===== src/rtl/piso_pkg.sv =====
// Shared types and helpers for the parallel-in/serial-out transmitter.
// The optional parity bit is selected with the PISO_PARITY_EN macro; see
// piso_shift_register.sv.
package piso_pkg;

  // IDLE waits for a word; SHIFT drives the frame onto serial_out.
  typedef enum logic {
    IDLE  = 1'b0,
    SHIFT = 1'b1
  } piso_state_e;

  // The bit counter must be able to hold WIDTH, which is the last index
  // when the parity bit extends the frame.
  function automatic int unsigned cnt_width(input int unsigned width);
    return $clog2(width + 1);
  endfunction

endpackage : piso_pkg


===== src/rtl/piso_bit_counter.sv =====
// Bit counter for one serial frame. Counts the bits already shifted and flags
// the final bit of a FRAME_LEN-bit frame. It saturates at the last index and
// never wraps.
module piso_bit_counter
  import piso_pkg::*;
#(
  parameter int unsigned WIDTH     = 4,
  parameter int unsigned FRAME_LEN = WIDTH
) (
  input  logic clk,
  input  logic reset,     // synchronous, active low
  input  logic clear_i,   // restart at bit 0 (new frame captured)
  input  logic enable_i,  // one more bit has been shifted
  output logic last_o     // current bit is the final bit of the frame
);

  localparam int unsigned CW = cnt_width(WIDTH);
  localparam logic [CW-1:0] LAST_IDX = CW'(FRAME_LEN - 1);

  logic [CW-1:0] cnt_q;
  logic [CW-1:0] cnt_d;

  // Next count: clear wins, otherwise step only below the last index.
  always_comb begin
    cnt_d = cnt_q;
    if (clear_i) begin
      cnt_d = '0;
    end else if (enable_i && !last_o) begin
      cnt_d = cnt_q + 1'b1;
    end
  end

  // Counter register with synchronous active-low reset.
  always_ff @(posedge clk) begin
    if (!reset) begin
      cnt_q <= '0;
    end else begin
      cnt_q <= cnt_d;
    end
  end

  assign last_o = (cnt_q == LAST_IDX);

endmodule : piso_bit_counter


===== src/rtl/piso_shift_register.sv =====
// Parallel-in, serial-out shift register with a valid/ready load port.
// Optional feature macro: PISO_PARITY_EN -- when defined, an even-parity bit
// (XOR of the captured word) follows the WIDTH data bits.
//
// Handshake: a word is transferred on a rising edge where load_valid and
// load_ready are both high; load_ready is high only in IDLE, so load_valid is
// don't-care while a frame is being shifted, and the source must hold data_in
// stable only during the transfer cycle.
module piso_shift_register
  import piso_pkg::*;
#(
  parameter int unsigned WIDTH     = 4,
  parameter int unsigned LSB_FIRST = 0
) (
  input  logic             clk,
  input  logic             reset,        // synchronous, active low
  input  logic [WIDTH-1:0] data_in,
  input  logic             load_valid,
  output logic             load_ready,
  input  logic             shift_enable,
  output logic             serial_out,
  output logic             busy,
  output logic             frame_done
);

`ifdef PISO_PARITY_EN
  localparam int unsigned FW = WIDTH + 1;
`else
  localparam int unsigned FW = WIDTH;
`endif

  piso_state_e   state_q, state_d;
  logic [FW-1:0] sr_q, sr_d;          // remaining bits, next bit at the top
  logic          serial_out_q, serial_out_d;
  logic          frame_done_q, frame_done_d;
  logic          cnt_clear, cnt_en, cnt_last;

  logic [WIDTH-1:0] ordered_w;        // data bits in transmit order, first at MSB
  logic [FW-1:0]    frame_w;          // complete frame, first bit at MSB

  // Put the data bits in transmit order so shifting is always towards the MSB.
  always_comb begin
    ordered_w = data_in;
    if (LSB_FIRST != 0) begin
      for (int i = 0; i < int'(WIDTH); i++) begin
        ordered_w[i] = data_in[int'(WIDTH) - 1 - i];
      end
    end
  end

`ifdef PISO_PARITY_EN
  assign frame_w = {ordered_w, ^data_in};
`else
  assign frame_w = ordered_w;
`endif

  piso_bit_counter #(
    .WIDTH     (WIDTH),
    .FRAME_LEN (FW)
  ) u_bit_counter (
    .clk      (clk),
    .reset    (reset),
    .clear_i  (cnt_clear),
    .enable_i (cnt_en),
    .last_o   (cnt_last)
  );

  // Next-state and datapath decisions; every register holds unless told otherwise.
  always_comb begin
    state_d      = state_q;
    sr_d         = sr_q;
    serial_out_d = serial_out_q;
    frame_done_d = 1'b0;
    cnt_clear    = 1'b0;
    cnt_en       = 1'b0;
    case (state_q)
      IDLE: begin
        serial_out_d = 1'b0;
        if (load_valid) begin
          state_d      = SHIFT;
          serial_out_d = frame_w[FW-1];
          sr_d         = {frame_w[FW-2:0], 1'b0};
          cnt_clear    = 1'b1;
        end
      end
      SHIFT: begin
        if (shift_enable) begin
          if (cnt_last) begin
            state_d      = IDLE;
            serial_out_d = 1'b0;
            frame_done_d = 1'b1;
          end else begin
            cnt_en       = 1'b1;
            serial_out_d = sr_q[FW-1];
            sr_d         = {sr_q[FW-2:0], 1'b0};
          end
        end
      end
      default: state_d = IDLE;
    endcase
  end

  // State and datapath registers; reset discards any partial frame.
  always_ff @(posedge clk) begin
    if (!reset) begin
      state_q      <= IDLE;
      sr_q         <= '0;
      serial_out_q <= 1'b0;
      frame_done_q <= 1'b0;
    end else begin
      state_q      <= state_d;
      sr_q         <= sr_d;
      serial_out_q <= serial_out_d;
      frame_done_q <= frame_done_d;
    end
  end

  assign load_ready = (state_q == IDLE);
  assign busy       = (state_q == SHIFT);
  assign serial_out = serial_out_q;
  assign frame_done = frame_done_q;

endmodule : piso_shift_register


===== config.mk =====
export PLATFORM = sky130hd
export DESIGN_NAME = piso_shift_register
export DESIGN_NICKNAME = d
export VERILOG_FILES = /design/src/rtl/piso_pkg.sv /design/src/rtl/piso_bit_counter.sv /design/src/rtl/piso_shift_register.sv
export SDC_FILE = /design/constraint.sdc
export NUM_CORES = 1
export LEC_CHECK = 0
export CORE_AREA = 2 2 39 41
export DETAILED_ROUTE_END_ITERATION = 7
export DIE_AREA = 0 0 41 43
export PLACE_DENSITY_LB_ADDON = 0.1
export SYNTH_ARGS = -nofsm -noshare
export SYNTH_HDL_FRONTEND = slang
export SYNTH_HIERARCHICAL = 1
export SYNTH_SLANG_ARGS = --single-unit

===== constraint.sdc =====
create_clock -name clk -period 1.7 [get_ports clk]
set_input_delay 0.34 -clock clk [delete_from_list [all_inputs] [get_ports clk]]
set_output_delay 0.34 -clock clk [all_outputs]
set_load 0.05 [all_outputs]

### Word level (Yosys, flattened, before mapping)

Cells that the tools add are included.

* flip-flop bits (word level): 10
* output and inout port bits: 4
* word-level logic and storage cells: 33

* $add $sub $neg: 1
* equal/unequal tests: 4
* multiplexer cells: 16
* bitwise gates (word level): 2
* reductions and logical operators: 5

Operator list (number)
* 2-to-1 mux 4 bit: 3
* 2-to-1 mux 1 bit: 10
* one-hot mux 4 bit (2 select lines): 1
* inequality test 2 bit (second input constant): 3
* AND reduction 3 bit: 2
* one-hot mux 1 bit (2 select lines): 2
* adder 3 x 1 -> 3 bit (second input constant): 1
* == test 3 x 2 -> 1 bit (second input constant): 1
* inverter 1 bit: 2
* OR reduction 2 bit: 1
* logical AND 1 bit: 1
* logical NOT 1 bit: 1

### Logic depth before layout (Yosys ltp)

* depth in word-level cells: 5
* depth in mapped cells: 7
* gate-level depth less buffers: 6

### Modules after synthesis

The synthesis kept the hierarchy.

Modules (own cells, without submodules)
* piso_shift_register: times used 1, cells an instance 32, area an instance 289.0 sq um, seq. area each 120.1 sq um
* piso_bit_counter: times used 1, cells an instance 14, area an instance 151.4 sq um, seq. area each 60.1 sq um

### Worst setup path before layout

OpenSTA, ideal clock, no wires.

* path type: register to register
* start: register state_q (netlist: busy)
* end: register u_bit_counter.cnt_q[1]
* library setup time: 0.116 ns
* arrival time: 1.495 ns
* required time: 1.584 ns
* slack: 0.089 ns
* stages on the path, launching flop included: 7
* period minus slack after synthesis: 1.611 ns
* path through: dfxtp_1 buf_6 and3b_1 buf_6 nor2b_4 mux2i_1 nor2_1

* cells in the longest elaborated chain, start to end: 2

Ends and longest elaborated chain
* start: declaration: line piso_shift_register.sv:32 `piso_state_e state_q, state_d;`
* start signal: assignment: line piso_shift_register.sv:111 `state_q <= state_d;`
* 2-to-1 mux 1 bit: line piso_shift_register.sv:76 `case (state_q)`
* via cnt_en: line piso_shift_register.sv:36 `logic cnt_clear, cnt_en, cnt_last;`
* logical AND 1 bit: line piso_bit_counter.sv:28 `end else if (enable_i && !last_o) begin`
* end signal: assignment: line piso_bit_counter.sv:38 `cnt_q <= cnt_d;`
* end: declaration: line piso_bit_counter.sv:20 `logic [CW-1:0] cnt_q;`

The timed path passes the listed nets, and every way through them passes these cells.
A chain may end at the register's enable or synchronous reset.

### Final worst setup path

* start: register u_bit_counter.cnt_q[0]
* end: register u_bit_counter.cnt_q[1]

* cells in the longest elaborated chain, start to end: 5

Ends and longest elaborated chain
* == test 3 x 2 -> 1 bit *: line piso_bit_counter.sv:42 `assign last_o = (cnt_q == LAST_IDX);`
* via cnt_last: line piso_shift_register.sv:36
* 2-to-1 mux 1 bit: line piso_shift_register.sv:88 `if (cnt_last) begin`
* 2-to-1 mux 1 bit: line piso_shift_register.sv:87 `if (shift_enable) begin`
* 2-to-1 mux 1 bit: line piso_shift_register.sv:76
* logical AND 1 bit *: line piso_bit_counter.sv:28

Mark *: on every way through the listed nets, which the timed path passes. The rest lies on a longest branch.

==> run summary <==
• **outcome** finished, final reports clean
• **vias in the first global route** 371
• **TritonCTS clock tree** built
• **start point of the critical path** u_bit_counter/cnt_q[0]
• **cells after synthesis** 46
• **via/cell ratio** 4.64
• **Post-Synthesis Net Count** 56
• **Sw Ratio** 26.2%
• **Peak Freq** 670 MHz
• **count of final setup violators** 0
• **Routed Antenna Nets** 0
• **worst hold path stage count** 2
• **aggregate global-route resource usage** 12.6%
• **data required time at the worst endpoint** 1.85 ns
• **pin count of the biggest net entering global routing** 8
• **root buffer selected by CTS** clkbuf_4
• **most common library cell in the layout ignoring fill and taps** dfxtp_1
• **post-synthesis register bit count** 9
• **setup tns final** 0 ns
• **final period utilization** 87.8%
• **r2r startpoint** u_bit_counter/cnt_q[0]
• **core area** 0.00138 sq mm
• **1st-pass router iterations** 1
• **Worst Path Arrival** 1.64 ns
• **number of buffers added to fix hold violations after cts** 0
• **remaining global-route overflow** 0
• **number of clock sinks** 9
• **die area** 0.00176 sq mm
• **Vias** 362
• **Crit Path Max Fanout** 4
• **post-cts gate resize count** 0
• **endpoint of the worst register-to-register path** u_bit_counter/cnt_q[1]
• **Synth cell types** 25
• **count of pins over their slew limit** 0
• **Power Internal** 0.368 mW
• **number of DRC violations after detailed-routing iteration 0** 0
• **antenna cell count** 0
• **peak ir drop on the vdd network** 0.353 mV
• **worst slew margin relative to its limit** 81.6%
• **kind of launch point of the worst setup path** register
• **minimum clock period after layout** 1.49 ns
• **clock transition time at the flip-flop clock pins of the worst setup and hold paths** 0.06 ns
• **clock buffer depth** 2
• **measured slew at the worst slew-check pin** 0.274 ns
• **max-capacitance violation count** 0
• **wirelength, routed** 878 microns
• **Setup CP Type** reg2reg
• **layout cell share with drive strength beyond 1** 22.6%
• **die extent in x** 41 microns
• **hpwl dp** 688 microns
• **start point of the worst min-delay path** u_bit_counter/cnt_q[1]
• **Power per Cell Area** 809 mW/mm^2
• **number of top-level pins** 12
• **layout net count** 73
• **number of fill cells** 143
• **number of failing hold endpoints at the final stage** 0
• **leading cell types in the layout, fill and taps excluded** dfxtp_1 (9), clkdlybuf4s50_1 (7), buf_4 (6)
• **sequential cell fraction of total power** 46.4%
• **Hold Crit Endpoint** u_bit_counter/cnt_q[1]
• **die height** 43 microns
• **initial standard-cell utilization of the core** 31.8%
• **global-route wire length before repair** 1.43 mm
• **Clock Power Share** 32.7%
• **setup repair after global routing missed its margin** no
• **mean instance size in the synthesized netlist** 9.57 sq um
• **Comb pwr share** 20.9%
• **mean routed wirelength per cell** 11.3 microns
• **yosys synthesis warning count** 6
• **Static Leak** 0.259 nW
• **synthesized area** 440 sq um
• **setup skew after layout** 0.00213 ns
• **post-route total power** 0.498 mW
• **Switching Power** 0.130 mW
• **number of buffers added on ports** 11
• **Area growth, synth to finish** 39.8%
• **path depth of the worst reg2reg path** 6
• **number of antenna violations at the first check in global routing** 0
• **TritonCTS buffer count** 3
• **endpoint type of the worst setup path** register
• **H-tree depth** 1
• **Register-to-Register Setup Slack** 0.21 ns
• **floorplan row count** 14
• **insertion delay to the later sink of the worst-skew pair** 0.25 ns
• **# DRC** 0
• **sequential element share of the synthesized area** 40.9%
• **final estimated routing congestion in global placement** 0.643
• **Post-CTS Repair Setup Buffers** 0
• **type of the worst min-delay path** reg2reg
[flip-flops by register name, summed over array words and instances (netlist names)]
register and count:
sr_q 3, busy 1, serial_out 1, u_bit_counter/cnt_q 3, frame_done 1
[logic make-up after synthesis]
logic type / after synthesis / share of synthesized area (%)
AOI/OAI and AO/OA: 11 / 16.8
buffers and inverters: 6 / 8.52
adders and majority gates: 2 / 5.68
and+or+nand+nor: 14 / 19.3
muxes: 3 / 6.82
xor gates and xnor gates: 1 / 1.99
DFF: 9 / 40.9
[routing by layer]
metal | share of wire (%) | vias up | track usage (%) | wire, microns
met3 | 7.4 | 2 | 4.71 | 65
met4 | 0.57 | 0 | 8.00 | 5
met5 | 0 | - | 0 | 0
met1 | 42 | 161 | 12.8 | 370
met2 | 50 | 10 | 20.3 | 437
li1 | - | 189 | - | -
[area by class of cell]
type / count / area, sq um / area share, %
inverter: 3 / 11.3 / 1.83
tap: 16 / 20.0 / 3.25
multi-input combinational: 31 / 223 / 36.2
clock buffer: 4 / 26.3 / 4.27
timing repair buffer: 15 / 155 / 25.2
sequential: 9 / 180 / 29.3
[worst max-delay path, cell delays in order, from the launching register on]
cell and delay, ns:
dfxtp_1 0.32, ha_1 0.19, ha_1 0.19, and3b_1 0.23, nor2b_4 0.20, mux2i_1 0.21
nor2_1 0.05
[cells in the mapped netlist (all sizes together)]
cell type | number | area share, %
clkbuf | 1 | 0.85
a211oi | 1 | 2.8
nand2 | 2 | 1.7
dfxtp | 9 | 41
or2 | 1 | 1.4
and3b | 1 | 2.0
nor2b | 3 | 6.0
ha | 2 | 5.7
mux2i | 3 | 6.8
inv | 3 | 2.6
nor3 | 1 | 1.1
buf | 2 | 5.1
xnor2 | 1 | 2.0
a21oi | 3 | 3.4
nor3b | 1 | 1.7
and2 | 1 | 1.4
o21a | 1 | 1.7
o21ai | 2 | 2.3
nand2b | 1 | 1.4
nor2 | 3 | 2.6
a31oi | 1 | 1.4
o31ai | 3 | 5.1
[power groups by stage]
stage | Clock (mW) | Combinational, mW | Sequential [mW]
3_3_place_gp | 0 | 0.102 | 0.235
2_1_floorplan | 0 | 0.0518 | 0.244
6_report | 0.163 | 0.104 | 0.231
5_1_grt | 0.189 | 0.114 | 0.232
4_1_cts | 0.175 | 0.105 | 0.231
3_5_place_dp | 0 | 0.105 | 0.236
[worst max-delay path by stage]
stage	to	slack [ns]	cells after the start
2_1_floorplan	u_bit_counter/cnt_q[1]	0.09	6
3_3_place_gp	u_bit_counter/cnt_q[1]	0.11	5
3_5_place_dp	u_bit_counter/cnt_q[1]	0.05	5
4_1_cts	u_bit_counter/cnt_q[1]	0.19	6
5_1_grt	u_bit_counter/cnt_q[1]	0.08	6
6_report	u_bit_counter/cnt_q[1]	0.21	6
[through the flow]
stage	util, %	cell area, sq um	setup WS [ns]	std cells	hold WS, ns
floorplan	-	440	0.0890	46	0.451
global placement	42.6	589	0.108	74	0.478
detailed placement	42.6	589	0.0466	74	0.515
CTS	44.5	616	0.186	78	0.533
global route	44.5	616	0.0842	78	0.562
finish	44.5	616	0.207	78	0.521
Note: power is estimated with default switching activity, not from simulation.
